`src/rtl/hypercorex_fetch_pkg.sv`:
```
// Shared types and defaults for the item-memory stream fetchers.
package hypercorex_fetch_pkg;

  localparam int unsigned DefaultSlotWidth = 16;

  typedef enum logic [2:0] {
    IDLE,
    REQ,
    WAIT,
    STREAM,
    DONE
  } fetch_state_t;

endpackage

```
`src/rtl/mux.sv`:
```
// Generic N-way selector over a flat vector of equally sized fields.
module mux #(
  parameter int unsigned NumSel    = 2,
  parameter int unsigned DataWidth = 8,
  parameter int unsigned SelWidth  = (NumSel > 1) ? $clog2(NumSel) : 1
) (
  input  logic [NumSel*DataWidth-1:0] data_i,
  input  logic [SelWidth-1:0]         sel_i,
  output logic [DataWidth-1:0]        data_o
);

  assign data_o = data_i[sel_i*DataWidth +: DataWidth];

endmodule

```
`src/rtl/im_stream_fetcher.sv`:
```
// Reads packed item indices from data memory one word at a time and streams
// them over a valid/ready port; single outstanding read, no prefetch.
module im_stream_fetcher
  import hypercorex_fetch_pkg::*;
#(
  parameter int unsigned MemAddrWidth  = 32,
  parameter int unsigned MemDataWidth  = 64,
  parameter int unsigned SlotWidth     = DefaultSlotWidth,
  parameter int unsigned ImAddrWidth   = 10,
  parameter int unsigned NumItemsWidth = 16,
  parameter int unsigned SlotsPerWord  = MemDataWidth / SlotWidth
) (
  input  logic                     clk_i,
  input  logic                     rst_ni,
  input  logic                     clr_i,
  input  logic                     start_i,
  input  logic [MemAddrWidth-1:0]  cfg_base_addr_i,
  input  logic [NumItemsWidth-1:0] cfg_num_items_i,
  output logic                     busy_o,
  output logic                     done_o,
  output logic                     mem_req_o,
  output logic [MemAddrWidth-1:0]  mem_addr_o,
  input  logic                     mem_gnt_i,
  input  logic                     mem_rvalid_i,
  input  logic [MemDataWidth-1:0]  mem_rdata_i,
  output logic [ImAddrWidth-1:0]   lowdim_data_o,
  output logic                     lowdim_valid_o,
  input  logic                     lowdim_ready_i
);

  localparam int unsigned SlotIdxWidth = (SlotsPerWord > 1) ? $clog2(SlotsPerWord) : 1;
  localparam logic [MemAddrWidth-1:0] WordBytes = MemAddrWidth'(MemDataWidth / 8);
  localparam logic [SlotIdxWidth-1:0] LastSlot  = SlotIdxWidth'(SlotsPerWord - 1);

  fetch_state_t             state;
  logic [NumItemsWidth-1:0] num_items;
  logic [NumItemsWidth-1:0] item_cnt;
  logic [SlotIdxWidth-1:0]  slot_idx;
  logic [MemDataWidth-1:0]  word_buf;
  logic [SlotWidth-1:0]     slot_data;
  logic                     handshake;
  logic                     last_item;

  assign handshake = lowdim_valid_o & lowdim_ready_i;
  assign last_item = (item_cnt + 1'b1) == num_items;

  mux #(
    .NumSel   (SlotsPerWord),
    .DataWidth(SlotWidth),
    .SelWidth (SlotIdxWidth)
  ) i_slot_mux (
    .data_i(word_buf),
    .sel_i (slot_idx),
    .data_o(slot_data)
  );

  assign lowdim_data_o = slot_data[ImAddrWidth-1:0];

  // Outputs are registered alongside the state so they change only on transitions.
  always_ff @(posedge clk_i) begin
    if (!rst_ni || clr_i) begin
      state          <= IDLE;
      num_items      <= '0;
      item_cnt       <= '0;
      slot_idx       <= '0;
      word_buf       <= '0;
      mem_addr_o     <= '0;
      mem_req_o      <= 1'b0;
      busy_o         <= 1'b0;
      done_o         <= 1'b0;
      lowdim_valid_o <= 1'b0;
    end else begin
      done_o <= 1'b0;
      unique case (state)
        IDLE: begin
          if (start_i) begin
            num_items  <= cfg_num_items_i;
            mem_addr_o <= cfg_base_addr_i;
            item_cnt   <= '0;
            slot_idx   <= '0;
            busy_o     <= 1'b1;
            if (cfg_num_items_i == '0) begin
              state <= DONE;
            end else begin
              state     <= REQ;
              mem_req_o <= 1'b1;
            end
          end
        end
        REQ: begin
          if (mem_gnt_i) begin
            mem_req_o <= 1'b0;
            state     <= WAIT;
          end
        end
        WAIT: begin
          if (mem_rvalid_i) begin
            word_buf       <= mem_rdata_i;
            lowdim_valid_o <= 1'b1;
            state          <= STREAM;
          end
        end
        STREAM: begin
          if (handshake) begin
            item_cnt <= item_cnt + 1'b1;
            slot_idx <= slot_idx + 1'b1;
            if (last_item) begin
              lowdim_valid_o <= 1'b0;
              state          <= DONE;
            end else if (slot_idx == LastSlot) begin
              lowdim_valid_o <= 1'b0;
              slot_idx       <= '0;
              mem_addr_o     <= mem_addr_o + WordBytes;
              mem_req_o      <= 1'b1;
              state          <= REQ;
            end
          end
        end
        DONE: begin
          done_o <= 1'b1;
          busy_o <= 1'b0;
          state  <= IDLE;
        end
        default: state <= IDLE;
      endcase
    end
  end

endmodule

```
`config.mk`:
```
export PLATFORM = sky130hd
export DESIGN_NAME = im_stream_fetcher
export DESIGN_NICKNAME = d
export VERILOG_FILES = /design/src/rtl/hypercorex_fetch_pkg.sv /design/src/rtl/mux.sv /design/src/rtl/im_stream_fetcher.sv
export SDC_FILE = /design/constraint.sdc
export NUM_CORES = 1
export LEC_CHECK = 0
export CAP_MARGIN = 40
export CORE_AREA = 2 2 145 147
export DETAILED_ROUTE_END_ITERATION = 10
export DIE_AREA = 0 0 147 149
export MAX_ROUTING_LAYER = met4
export PLACE_DENSITY = 0.57
export SKIP_LAST_GASP = 1
export SLEW_MARGIN = 20
export SYNTH_ARGS = -nofsm -noshare
export SYNTH_HDL_FRONTEND = slang
export SYNTH_HIERARCHICAL = 1
export SYNTH_SLANG_ARGS = --single-unit
```
`constraint.sdc`:
```
create_clock -name clk_i -period 6.8 [get_ports clk_i]
set_input_delay 1.36 -clock clk_i [delete_from_list [all_inputs] [get_ports clk_i]]
set_output_delay 1.36 -clock clk_i [all_outputs]
set_load 0.05 [all_outputs]
```
# Word-level counts from Yosys, hierarchy flattened
# Cells that the tools add are included.
[word_totals] in_bits=119 wordCells=81 out_inout_bits=46 register_bits=137
[op_classes] n_eq_ne=14 addsub=3 n_shift=1 n_mux=36 n_reduce_logical=16 bitwise=1
[ops] cell="$mux 32" n=4
[ops] cell="$pmux 32 s2" n=1
[ops] cell="$shiftx 64x7->10" n=1
[ops] cell="$add 32x4->32 const B" n=1
[ops] cell="$mux 16" n=2
[ops] cell="$pmux 16 s2" n=1
[ops] cell="$mux 3" n=7
[ops] cell="$add 16x1->16 const B" n=1
[ops] cell="$eq 16x16->1" n=1
[ops] cell="$logic_not 16->1" n=1
[ops] cell="$ne 2x2->1 const B" n=7
[ops] cell="$mux 1" n=12
[ops] cell="$pmux 3 s4" n=1
[ops] cell="$reduce_and 5->1" n=2
[ops] cell="$mux 2" n=4
[ops] cell="$reduce_and 7->1" n=1
[ops] cell="$eq 3x2->1 const B" n=2
[ops] cell="$reduce_and 2->1" n=3
[ops] cell="$reduce_bool 2->1" n=3
[ops] cell="$pmux 1 s2" n=2
[ops] cell="$pmux 2 s2" n=1
[ops] cell="$reduce_and 4->1" n=1
[ops] cell="$eq 3x1->1 const B" n=1
[ops] cell="$eq 3x3->1 const B" n=1
[ops] cell="other kinds (10)" n=10

# Longest topological paths before layout
[logic_depth] word_depth=5 depth_mapped=11 depth_no_buf=9

# By module
# Netlist, hierarchy kept.
[by_module_without_submodules] module="im_stream_fetcher" n_inst=1 cells_each=847 seq_area_each_um2=2742.6 area_each_um2=6571.3
[by_module_without_submodules] module="mux" n_inst=1 cells_each=20 seq_area_each_um2=0.0 area_each_um2=424.2

# Worst setup path after synthesis
# OpenSTA, ideal clock, no wires.
[synth_timing] kind="input port to flip-flop" start="input port lowdim_ready_i" end="register mem_addr_o[25]" arrival_time_ps=2896 setup_ps=133 n_path_buf=2 required_ps=6667 setup_slack_ps=3771 cell_stages=9 cell_sequence="nand2_1 > a31oi_1 > and2_1 > clkbuf_1 > nand2_1 > a21o_1 > buf_4 > a2111oi_0 > nor4_1"
[synth_via] elab_chain_cells=3
[synth_lines] element="start, declared" line_no="im_stream_fetcher.sv:28" rtl="input logic lowdim_ready_i"
[synth_lines] element="$and 1x1->1" line_no="im_stream_fetcher.sv:44" rtl="assign handshake = lowdim_valid_o & lowdim_ready_i;"
[synth_lines] element="$ne 2x2->1 (no source line)"
[synth_lines] element="$reduce_and 5->1 (no source line)"
[synth_lines] element="end signal, assigned" line_no="im_stream_fetcher.sv:78" rtl="mem_addr_o <= cfg_base_addr_i;"
[synth_lines] element="end signal, assigned" line_no="im_stream_fetcher.sv:113" rtl="mem_addr_o <= mem_addr_o + WordBytes;"
[synth_lines] element="end, declared" line_no="im_stream_fetcher.sv:22" rtl="output logic [MemAddrWidth-1:0] mem_addr_o,"
# No other way between the ends.
# A chain may end at the register's enable or synchronous reset.

# Worst setup path after layout
[layout_timing] start="input port start_i" end="register mem_addr_o[28]"
[layout_via] elab_chain_cells=2
[layout_lines] element="start, declared" line_no="im_stream_fetcher.sv:16" rtl="input logic start_i,"
[layout_lines] element="$ne 2x2->1 (no source line)"
[layout_lines] element="$reduce_and 5->1 (no source line)"
# No other way between the ends.

==> parameters.txt <==
Parameter                              Value

Worst setup path
  Max FO, Critical Path    16
  Critical path destination    mem_addr_o[28]
  Slack of the worst reg-to-reg path    3110 ps
  Critical register-to-register path endpoint    mem_addr_o[24]
  Critical R2R Launch    item_cnt[0]
  Arrival time of data at the critical path endpoint    4430 ps
  Register-to-Register Path Depth    9
  Type of element capturing the critical path    flop
  Worst setup path startpoint    start_i
  Startpoint types    primary input
  Worst Path Required    7110 ps
  Crit Path Class    in2reg

Clock tree
  Clock sinks    113
  Count of instances resized after the clock tree is built    0
  Inserted Clock Buffers    17
  Number of buffers between clock root and the deepest sink    2
  Clk_lat worst skew    430 ps
  Maximum level of the CTS H-tree    4
  Hold buffer count at cts    0
  Root cell of the clock tree    sky130_fd_sc_hd__clkbuf_16
  Clock-pin slew on the worst setup and hold paths    60 ps
  Buffers inserted during post-CTS setup optimization    0
  CTS tree    done

Final layout
  Leading cell type in the layout, fill and taps excluded    sky130_fd_sc_hd__nand2_1
  Nets    990
  FILL cells    2126
  Util after Layout    0.403
  Footprint of the multi-input gates    3450 sq um
  Register area    2260 sq um
  Layout overhead on the synthesized area    36.3%
  Layout cells sized above 1    0.0806
  Most frequent cells in the layout    sky130_fd_sc_hd__nand2_1 (163), sky130_fd_sc_hd__clkdlybuf4s50_1 (140), sky130_fd_sc_hd__dfxtp_1 (113), sky130_fd_sc_hd__a21oi_1 (95), sky130_fd_sc_hd__nor2_1 (43)

Detailed routing
  Amount of wire on met2 after detailed routing    8730 um
  Total length of routed wires    18700 um
  Routed WL per cell    16.1 um
  Total length of routed met3 wires    1350 um
  Number of iterations in the first detailed-routing pass    4
  DR top layer    met4
  Detailed-routing wirelength on met1    8410 um
  Antenna-violating nets left    0
  DRC    0
  DRC violation total after the first TritonRoute iteration    302
  Vias per Instance    5.16
  Vias after detailed routing    5976

Worst hold path
  Worst Hold Class    reg2reg
  Hold path start    word_buf[54]

Floorplanning
  Die Outline Area    21900 sq um
  Ports    165
  Initial core utilization    0.296
  Row cnt    53
  Die span in x    147 um
  Die Height    149 um
  Area of the core region    20600 sq um

Global route
  Overall global routing resource usage    0.178
  Pin count of the biggest net entering global routing    54
  Vias in the first global route    5807
  Initial antenna violation count    2
  Total gr overflow    0
  Wire length of the first global-routing pass    30400 um

STA
  Achievable Freq    0.242 GHz
  Unrepaired setup endpoints after global routing    no
  Final-layout setup total negative slack    0 ps
  Share of the clock period used by the worst path after layout    0.607
  Final hold violations    0
  Worst max-slew margin expressed relative to the limit    0.460
  Final min period    4120 ps
  Setup violation total in the final timing report    0
  Maximum clock skew at final layout    14.5 ps
  Worst-margin pin slew    810 ps
  Number of max-slew violations in the final report    0

Outcome
  Result of the run    finished, final reports clean

Yosys
  Post-Syn Area per Cell    7.95 sq um
  Yosys synthesis warning count    6
  Syn_nets    887
  Post-synthesis cell area    6080 sq um
  Cells after Synth    765

Placement
  Dpl hpwl    12900 um
  Last weighted congestion value of the routability-driven placer    0.800
  Number of buffers added on ports    140

Power and ir drop
  Pwr dens    231 nW/um^2
  Pleak    2.69 nW
  Worst voltage drop across the vdd grid    0.180 mV

Job
  Max-cap viol count    0
registers in the layout, summed over array words and instances, names as in the netlist:
register        count
mem_addr_o         32
slot_idx            2
busy_o              1
item_cnt           16
lowdim_valid_o      1
state               3
mem_req_o           1
num_items          16
done_o              1
word_buf           40
power by group:
part           internal [mW]  switching (mW)  leakage, nW  total, mW
Sequential             0.675          0.0179        0.915      0.693
Combinational         0.0941           0.106         1.45      0.200
Clock                  0.681           0.337        0.319       1.02
Total                   1.45           0.461         2.69       1.91
worst min-delay path by stage:
stage | end | slack (ps) | cells after the start
4_1_cts | word_buf[35] | 450 | 2
6_report | word_buf[54] | 450 | 2
3_5_place_dp | word_buf[35] | 440 | 2
5_1_grt | word_buf[5] | 470 | 2
3_3_place_gp | word_buf[19] | 440 | 2
2_1_floorplan | word_buf[16] | 430 | 2
stage by stage:
stage          total power [mW]  hold slack, ps  instance area, sq um  instances  setup WS [ps]
2_1_floorplan             0.808             432                  6080        765           3770
3_3_place_gp              0.904             438                  7540       1120           2260
3_5_place_dp              0.905             445                  7580       1123           2220
4_1_cts                    1.93             452                  8260       1155           2660
5_1_grt                    1.98             472                  8290       1158           2450
6_report                   1.91             450                  8290       1158           2680
cell type report:
cell class	count	share of cell area
timing repair buffer	152	0.185
tap	275	0.0415
antenna	2	0.000604
clock inverter	12	0.0246
multi-input combinational	578	0.416
clock buffer	20	0.0563
sequential	113	0.273
inverter	6	0.00272
per-layer routing:
metal / global-route usage / up-vias
met5: - / -
met4: 0.0442 / 0
met3: 0.0615 / 15
met2: 0.281 / 154
met1: 0.219 / 2810
li1: - / 2997
worst max-delay path: stages:
cell                              delay [ps]
sky130_fd_sc_hd__clkdlybuf4s50_1         510
sky130_fd_sc_hd__nor3_1                   60
sky130_fd_sc_hd__a31oi_1                 430
sky130_fd_sc_hd__and2_1                  640
sky130_fd_sc_hd__nand2_1                 180
sky130_fd_sc_hd__a21oi_2                 630
sky130_fd_sc_hd__nor2_1                   80
sky130_fd_sc_hd__buf_4                   240
sky130_fd_sc_hd__o221a_2                 300
Power figures use the tool's default switching activity.
